`config.mk`:
```
export PLATFORM = sky130hd
export DESIGN_NAME = vmem_arbiter
export DESIGN_NICKNAME = d
export VERILOG_FILES = /design/src/rtl/gameconsole_pkg.sv /design/src/rtl/vmem_arbiter.sv
export SDC_FILE = /design/constraint.sdc
export NUM_CORES = 1
export LEC_CHECK = 0
export ABC_CLOCK_PERIOD_IN_PS = 3320
export CAP_MARGIN = 20
export CORE_ASPECT_RATIO = 0.7
export CORE_MARGIN = 3
export CORE_UTILIZATION = 34
export CTS_CLUSTER_DIAMETER = 120
export CTS_CLUSTER_SIZE = 20
export DETAILED_ROUTE_END_ITERATION = 16
export PLACE_DENSITY = 0.81
export SYNTH_ARGS = -nofsm -noshare
export SYNTH_HDL_FRONTEND = slang
export SYNTH_SLANG_ARGS = --single-unit
```
`constraint.sdc`:
```
create_clock -name clk -period 3.32 [get_ports clk]
set_clock_uncertainty 0.2 [all_clocks]
set_input_delay 0.664 -clock clk [delete_from_list [all_inputs] [get_ports clk]]
set_output_delay 0.664 -clock clk [all_outputs]
set_load 0.01 [all_outputs]
```
`src/rtl/gameconsole_pkg.sv`:
```
// Shared types and video memory map for the game console fabric.
// Requester ids, arbiter states and return-pipeline entry live here.
package gameconsole_pkg;

  typedef enum logic {
    REQ_CPU = 1'b0,
    REQ_DMA = 1'b1
  } req_id_e;

  typedef enum logic [1:0] {
    ST_IDLE = 2'd0,
    ST_OWN0 = 2'd1,
    ST_OWN1 = 2'd2
  } arb_state_e;

  typedef struct packed {
    logic    valid;
    req_id_e owner;
  } ret_t;

  localparam logic [31:0] VMEM_PARAM_BASE = 32'h0600_0000;
  localparam logic [31:0] VMEM_MAP_BASE   = 32'h0610_0000;
  localparam logic [31:0] VMEM_TILE_BASE  = 32'h0620_0000;
  localparam logic [31:0] VMEM_PAL_BASE   = 32'h0630_0000;

endpackage

```
`src/rtl/vmem_arbiter.sv`:
```
// Two-port video memory arbiter: CPU and DMA share one memory port.
// Burst-limited ownership with round-robin tie break from idle.
module vmem_arbiter
  import gameconsole_pkg::*;
#(
  parameter int unsigned BURST_MAX = 16
) (
  input  logic        clk,
  input  logic        rst_n,
  input  logic        r0_req,
  input  logic        r0_we,
  input  logic [31:0] r0_addr,
  input  logic [31:0] r0_wdata,
  output logic        r0_gnt,
  output logic        r0_rvalid,
  output logic [31:0] r0_rdata,
  input  logic        r1_req,
  input  logic        r1_we,
  input  logic [31:0] r1_addr,
  input  logic [31:0] r1_wdata,
  output logic        r1_gnt,
  output logic        r1_rvalid,
  output logic [31:0] r1_rdata,
  output logic        mem_en,
  output logic        mem_we,
  output logic [31:0] mem_addr,
  output logic [31:0] mem_din,
  input  logic [31:0] mem_dout
);

  localparam logic [7:0] BMAX = 8'(BURST_MAX);

  arb_state_e state, state_nx;
  logic [7:0] cnt, cnt_nx;
  logic       rr_last;
  logic       gnt0, gnt1;
  logic       at_max;
  logic       xfer;
  logic       sel_we;
  logic [31:0] sel_addr, sel_wdata;
  ret_t       ret_q [2];

  assign at_max = (cnt >= BMAX);

  always_comb begin
    gnt0 = 1'b0;
    gnt1 = 1'b0;
    if (rst_n) begin
      unique case (state)
        ST_OWN0: begin
          if (r0_req && !(at_max && r1_req)) gnt0 = 1'b1;
          else if (r1_req)                   gnt1 = 1'b1;
        end
        ST_OWN1: begin
          if (r1_req && !(at_max && r0_req)) gnt1 = 1'b1;
          else if (r0_req)                   gnt0 = 1'b1;
        end
        default: begin
          if (r0_req && (!r1_req || rr_last)) gnt0 = 1'b1;
          else if (r1_req)                    gnt1 = 1'b1;
        end
      endcase
    end
  end

  // Staying with the same owner extends the burst; a new owner restarts it.
  always_comb begin
    state_nx = ST_IDLE;
    cnt_nx   = 8'd0;
    if (gnt0) begin
      state_nx = ST_OWN0;
      cnt_nx   = (state != ST_OWN0) ? 8'd1 :
                 at_max ? cnt : cnt + 8'd1;
    end else if (gnt1) begin
      state_nx = ST_OWN1;
      cnt_nx   = (state != ST_OWN1) ? 8'd1 :
                 at_max ? cnt : cnt + 8'd1;
    end
  end

  assign r0_gnt    = gnt0;
  assign r1_gnt    = gnt1;
  assign xfer      = gnt0 | gnt1;
  assign sel_we    = gnt1 ? r1_we    : r0_we;
  assign sel_addr  = gnt1 ? r1_addr  : r0_addr;
  assign sel_wdata = gnt1 ? r1_wdata : r0_wdata;

  always_ff @(posedge clk) begin
    if (!rst_n) begin
      state    <= ST_IDLE;
      cnt      <= 8'd0;
      rr_last  <= 1'b1;
      mem_en   <= 1'b0;
      mem_we   <= 1'b0;
      mem_addr <= 32'd0;
      mem_din  <= 32'd0;
      ret_q[0] <= '0;
      ret_q[1] <= '0;
    end else begin
      state    <= state_nx;
      cnt      <= cnt_nx;
      mem_en   <= xfer;
      mem_we   <= xfer & sel_we;
      if (xfer) begin
        rr_last  <= gnt1;
        mem_addr <= sel_addr;
        mem_din  <= sel_wdata;
      end
      ret_q[0].valid <= xfer & ~sel_we;
      ret_q[0].owner <= gnt1 ? REQ_DMA : REQ_CPU;
      ret_q[1]       <= ret_q[0];
    end
  end

  // Memory answers one cycle after the command, so the tail stage
  // lines up with mem_dout.
  assign r0_rvalid = ret_q[1].valid && (ret_q[1].owner == REQ_CPU);
  assign r1_rvalid = ret_q[1].valid && (ret_q[1].owner == REQ_DMA);
  assign r0_rdata  = r0_rvalid ? mem_dout : 32'd0;
  assign r1_rdata  = r1_rvalid ? mem_dout : 32'd0;

endmodule

```
# Word-level counts from Yosys, hierarchy flattened
# Memories as Yosys holds them, arrays and structs flattened.
# Cells that the tools add are included.
# W data, S select, Z words.
[word_totals]
word_cells = 66
inputBits = 166
memories = 1
mem_bits_rw = 4
ff_bits = 77
out_inout_bits = 134
[mem_list]
columns = ["name", "depth", "width", "rd", "rd_ports_with_merged_regs", "write_ports", "line_no", "text"]
rows = [
  ["ret_q", 2, 2, 2, 0, 2, "vmem_arbiter.sv:41", "ret_t ret_q [2];"],
]
[classes]
magnitude_cmp = 1
eq_ne = 4
reduce_logical = 12
mux = 30
bitwise_logic = 9
n_addsub = 1
[op_table]
columns = ["operator", "count"]
rows = [
  ["$mux W32", 4],
  ["$mux W8", 5],
  ["$mux W1", 17],
  ["$add A8 B1 Y8 const B", 1],
  ["$ge A8 B5 Y1 const B", 1],
  ["$logic_and A1 B1 Y1", 7],
  ["$mux W2", 2],
  ["$or A1 B1 Y1", 4],
  ["$pmux W1 S2", 2],
  ["$logic_not A1 Y1", 3],
  ["$not A1 Y1", 3],
  ["$and A1 B1 Y1", 2],
  ["$eq A2 B1 Y1 const B", 1],
  ["$eq A2 B2 Y1 const B", 1],
  ["$ne A2 B1 Y1 const B", 1],
  ["$ne A2 B2 Y1 const B", 1],
  ["$reduce_or A2 Y1", 1],
  ["$logic_or A1 B1 Y1", 1],
]

# Longest topological paths before layout
[depth]
word_depth = 11
depth_mapped = 11
ltp_nobuf = 7

# Worst setup path after synthesis
# Ideal clock, no wire load.
[synth_timing]
kind = "register to output"
from = "reg state[0]"
to = "out r1_gnt"
path_stages_with_launch = 10
n_path_buf = 3
path_slack_ps = 527
arrival_time_ps = 1929
path_cell_list = "dfxtp_1 -> inv_1 -> ha_1 -> clkbuf_1 -> nand2b_1 -> a31oi_1 -> o221ai_4 -> buf_6 -> buf_2 -> nor2_1"
[synth_via]
elab_chain_cells = 3
[synth_rtl]
columns = ["element", "line_no", "text"]
rows = [
  ["start: declaration", "vmem_arbiter.sv:33", "arb_state_e state, state_nx;"],
  ["start signal: assignment", "vmem_arbiter.sv:100", "state <= state_nx;"],
  ["$eq A2 B2 Y1 / $eq A2 B1 Y1 (equally long branches)", "vmem_arbiter.sv:49", "unique case (state)"],
  ["$pmux W1 S2 (*)", "vmem_arbiter.sv:49", ""],
  ["$mux W1 (*)", "vmem_arbiter.sv:48", "if (rst_n) begin"],
  ["end: declaration", "vmem_arbiter.sv:21", "output logic r1_gnt,"],
]
# Mark *: on every way between the ends. The rest lies on a longest branch, timed or not.

# Final worst setup path
[layout_timing]
from = "in r1_req"
to = "out r0_gnt"
[layout_via]
elab_chain_cells = 6
[layout_rtl]
columns = ["element", "line_no", "text"]
rows = [
  ["start: declaration", "vmem_arbiter.sv:17", "input logic r1_req,"],
  ["$logic_not A1 Y1 / $logic_and A1 B1 Y1 (equally long branches)", "vmem_arbiter.sv:59, vmem_arbiter.sv:51", ""],
  ["$logic_or A1 B1 Y1 / $logic_not A1 Y1 (equally long branches)", "vmem_arbiter.sv:59, vmem_arbiter.sv:51", ""],
  ["$logic_and A1 B1 Y1, on equally long branches", "vmem_arbiter.sv:59, vmem_arbiter.sv:51", ""],
  ["$mux W1, on equally long branches", "vmem_arbiter.sv:59, vmem_arbiter.sv:51", ""],
  ["$pmux W1 S2 (*)", "vmem_arbiter.sv:49", ""],
  ["$mux W1 (*)", "vmem_arbiter.sv:48", ""],
  ["end: declaration", "vmem_arbiter.sv:14", "output logic r0_gnt,"],
]
# Marks and branches as above.

==> results.json <==
{
  "status": "completed",
  "dpl_worst_slack_ns": 0.101,
  "max_stage_delay_ns": 0.60,
  "fp.dieH_um": 96.0,
  "end_kind": "output port",
  "hold_path.class": "reg -> reg",
  "combPwrFrac_pct": 30.9,
  "synth_area_um2": 3930,
  "route.detailed.drc": 0,
  "crit_type": "in -> out",
  "cts_root_buf": "clkbuf_16",
  "rrSetupSlack_ns": 0.65,
  "clock_power_share_pct": 32.7,
  "p_sw_share_pct": 28.8,
  "cp_data_required_time_ns": 2.46,
  "tns_ns": 0,
  "worstPathArrival_ns": 2.37,
  "antennaDiodeCount": 0,
  "drv_slew": 0,
  "grt_start_max_net_pins": 134,
  "p_leak_nw": 2.83,
  "routed_via_density": 5.03,
  "drt_pre_antenna_iters": 4,
  "r2r_end": "cnt[4]$_SDFF_PN0_",
  "route.antenna.remaining_nets": 0,
  "final_cell_mix": "clkdlybuf4s50_1 (297), nand2_1 (139), dfxtp_1 (81)",
  "layout-drive-gt1-share_pct": 4.74,
  "min_period_ns": 3.24,
  "rr_startpoint": "state[0]$_SDFF_PN0_",
  "p_sw_uw": 925,
  "antenna_found_initial": 1,
  "worst_slew_pin_slew_ns": 0.744,
  "pin_count": 300,
  "cts.sinks": 81,
  "vias": 4799,
  "path_clk_slew_ns": 0.06,
  "dp_hpwl_um": 12200,
  "layout_commonest_cell": "clkdlybuf4s50_1",
  "clk_latency_ns": 0.33,
  "synth-async-reset-ratio_pct": 0,
  "syn_nets": 692,
  "avgSynthCellArea_um2": 7.54,
  "internal_power_mw": 2.29,
  "hp-start": "ret_q[0][0]$_SDFF_PN0_",
  "fin_util_pct": 65.6,
  "area_growth_pct": 86.3,
  "relSlewSlack_pct": 50.4,
  "power_density_nw_per_um2": 439,
  "fin_crit_sh_pct": 97.5,
  "synth-edff-count": 0,
  "cts_hold_buffers": 0,
  "min_to": "ret_q[0][2]$_SDFF_PN0_",
  "start_util_pct": 35.2,
  "num_rows": 32,
  "setup_viol": 0,
  "cts.htree.levels": 3,
  "cap_viol_max_count": 0,
  "rsz0062_at_grt": "false",
  "totalWireLength_um": 16100,
  "seq_power_share_pct": 36.4,
  "finalHoldViolCount": 0,
  "grt_overflow": 0,
  "worstHoldPathCells": 1,
  "ys.flop_type": "dfxtp_1",
  "layout.nets": 967,
  "finalWorstSetupSlack_ns": 0.0827,
  "gp_congestion": 0.842,
  "synthCells": 522,
  "ys_seq_elements": 81,
  "grt_pass1_vias": 4551,
  "crit_fanout": 6,
  "yosysWarnings": 0,
  "cts_buffer_depth": 2,
  "gr-usage-all-layers_pct": 23.1,
  "grt_pass1_wl_um": 23600,
  "cts_setup_buffers": 0,
  "cpMostUsedCell": "clkdlybuf4s50_1",
  "crit_family": "buffers and inverters",
  "die_x_um": 135,
  "critical-path-slowest-cell": "clkdlybuf4s50_1",
  "ir_drop_mv": 0.309,
  "critPathBufInv": 2,
  "tritoncts": "yes",
  "drt-initial-drc-count": 217,
  "wire_per_inst_um": 16.8,
  "port_buffers": 299,
  "worst_setup_path_start_kind": "primary input",
  "yosysSeqAreaShare_pct": 41.2,
  "ff2ff_path_depth": 7,
  "worstPathCellList": "clkdlybuf4s50_1 -> nor3b_1 -> a21oi_1 -> nand2_2 -> nor2_1 -> clkdlybuf4s50_1",
  "hold_ws_ns": 0.237,
  "fmax_mhz": 309,
  "cts_made_buffers": 9,
  "yosysUniqueCellTypes": 39,
  "dieArea_um2": 12900,
  "core_area_um2": 11200
}
layout make-up:
| type | count | area (um^2) |
|---|---|---|
| clock buffer | 11 | 233 |
| multi-input combinational | 387 | 2080 |
| tap | 153 | 191 |
| fill | 872 | 3840 |
| sequential | 81 | 1620 |
| inverter | 7 | 26.3 |
| clock inverter | 5 | 80.1 |
| timing repair buffer | 311 | 3090 |
synthesized netlist by cell type, types with 2 or more instances:
library cell | number | area (um^2)
nand2_1 | 140 | 526
nand2b_1 | 2 | 12.5
nand3_1 | 2 | 10.0
buf_4 | 4 | 30.0
clkbuf_1 | 22 | 82.6
o22ai_1 | 2 | 12.5
a31oi_1 | 65 | 407
o21ai_0 | 64 | 320
clkbuf_2 | 4 | 20.0
inv_1 | 6 | 22.5
a21oi_1 | 2 | 10.0
nor2_1 | 11 | 41.3
xor2_1 | 2 | 17.5
dfxtp_1 | 81 | 1620
buf_6 | 2 | 22.5
buf_2 | 15 | 75.1
ha_1 | 4 | 50.1
and2_1 | 36 | 225
and3_1 | 32 | 200
nor3_1 | 7 | 35.0
repair_timing:
item / in CTS / in global routing
setup endpoints to repair: 1 / 1
pin swaps: 0 / 0
resized for setup: 2 / 3
power by group through the flow:
stage               clock network (mW)  logic, mW  registers (mW)
floorplan                            0      0.378            1.24
global placement                     0      0.970            1.19
detailed placement                   0      0.989            1.19
CTS                               1.08      0.998            1.17
global route                      1.12       1.08            1.19
finish                            1.05      0.994            1.17
metal layers:
layer  GRT usage (%)  up-vias  wire length, um
li1                -     2351                -
met1            24.6     2210             5860
met2            42.3      215             8240
met3            10.1       21             1690
met4            6.10        2              252
met5               0        -               13
registers in the layout (all words and copies together) (netlist names):
register	flops
cnt	8
mem_addr	32
mem_din	32
mem_en	1
mem_we	1
ret_q	4
rr_last	1
state	2
cell families after synthesis:
family          Yosys count  share of synthesized area (%)
flops                    81                           41.2
fa+ha+maj                 4                           1.27
xor+xnor                  2                          0.445
simple gates            236                           28.2
compound gates          143                           21.7
buf+inv                  54                           6.52
mux                       2                          0.636
worst reg2reg max path: stages (launching register included):
cell and delay [ns]:
dfxtp_1 0.34, inv_1 0.05, ha_2 0.35, o311a_1 0.40, nand2_2 0.08, buf_4 0.59, mux2_4 0.40, nor3_1 0.18
through the flow:
step                instances  area (um^2)  power, mW
floorplan                 522         3930       1.62
global placement          939         6990       2.16
detailed placement        939         6990       2.18
CTS                       955         7310       3.25
global route              955         7330       3.39
finish                    955         7330       3.22
how the worst max path moves through the flow:
stage / start / end / slack, ns / cells after the start
3_5_place_dp: r1_req / cnt[1]$_SDFF_PN0_ / 0.10 / 7
2_1_floorplan: state[0]$_SDFF_PN0_ / r1_gnt / 0.53 / 9
6_report: r1_req / r0_gnt / 0.08 / 6
5_1_grt: r1_req / r0_gnt / 0.003 / 6
4_1_cts: cnt[6]$_SDFF_PN0_ / r1_gnt / 0.05 / 5
3_3_place_gp: r1_req / r0_gnt / 0.14 / 6
(Power assumes the default switching activity.)
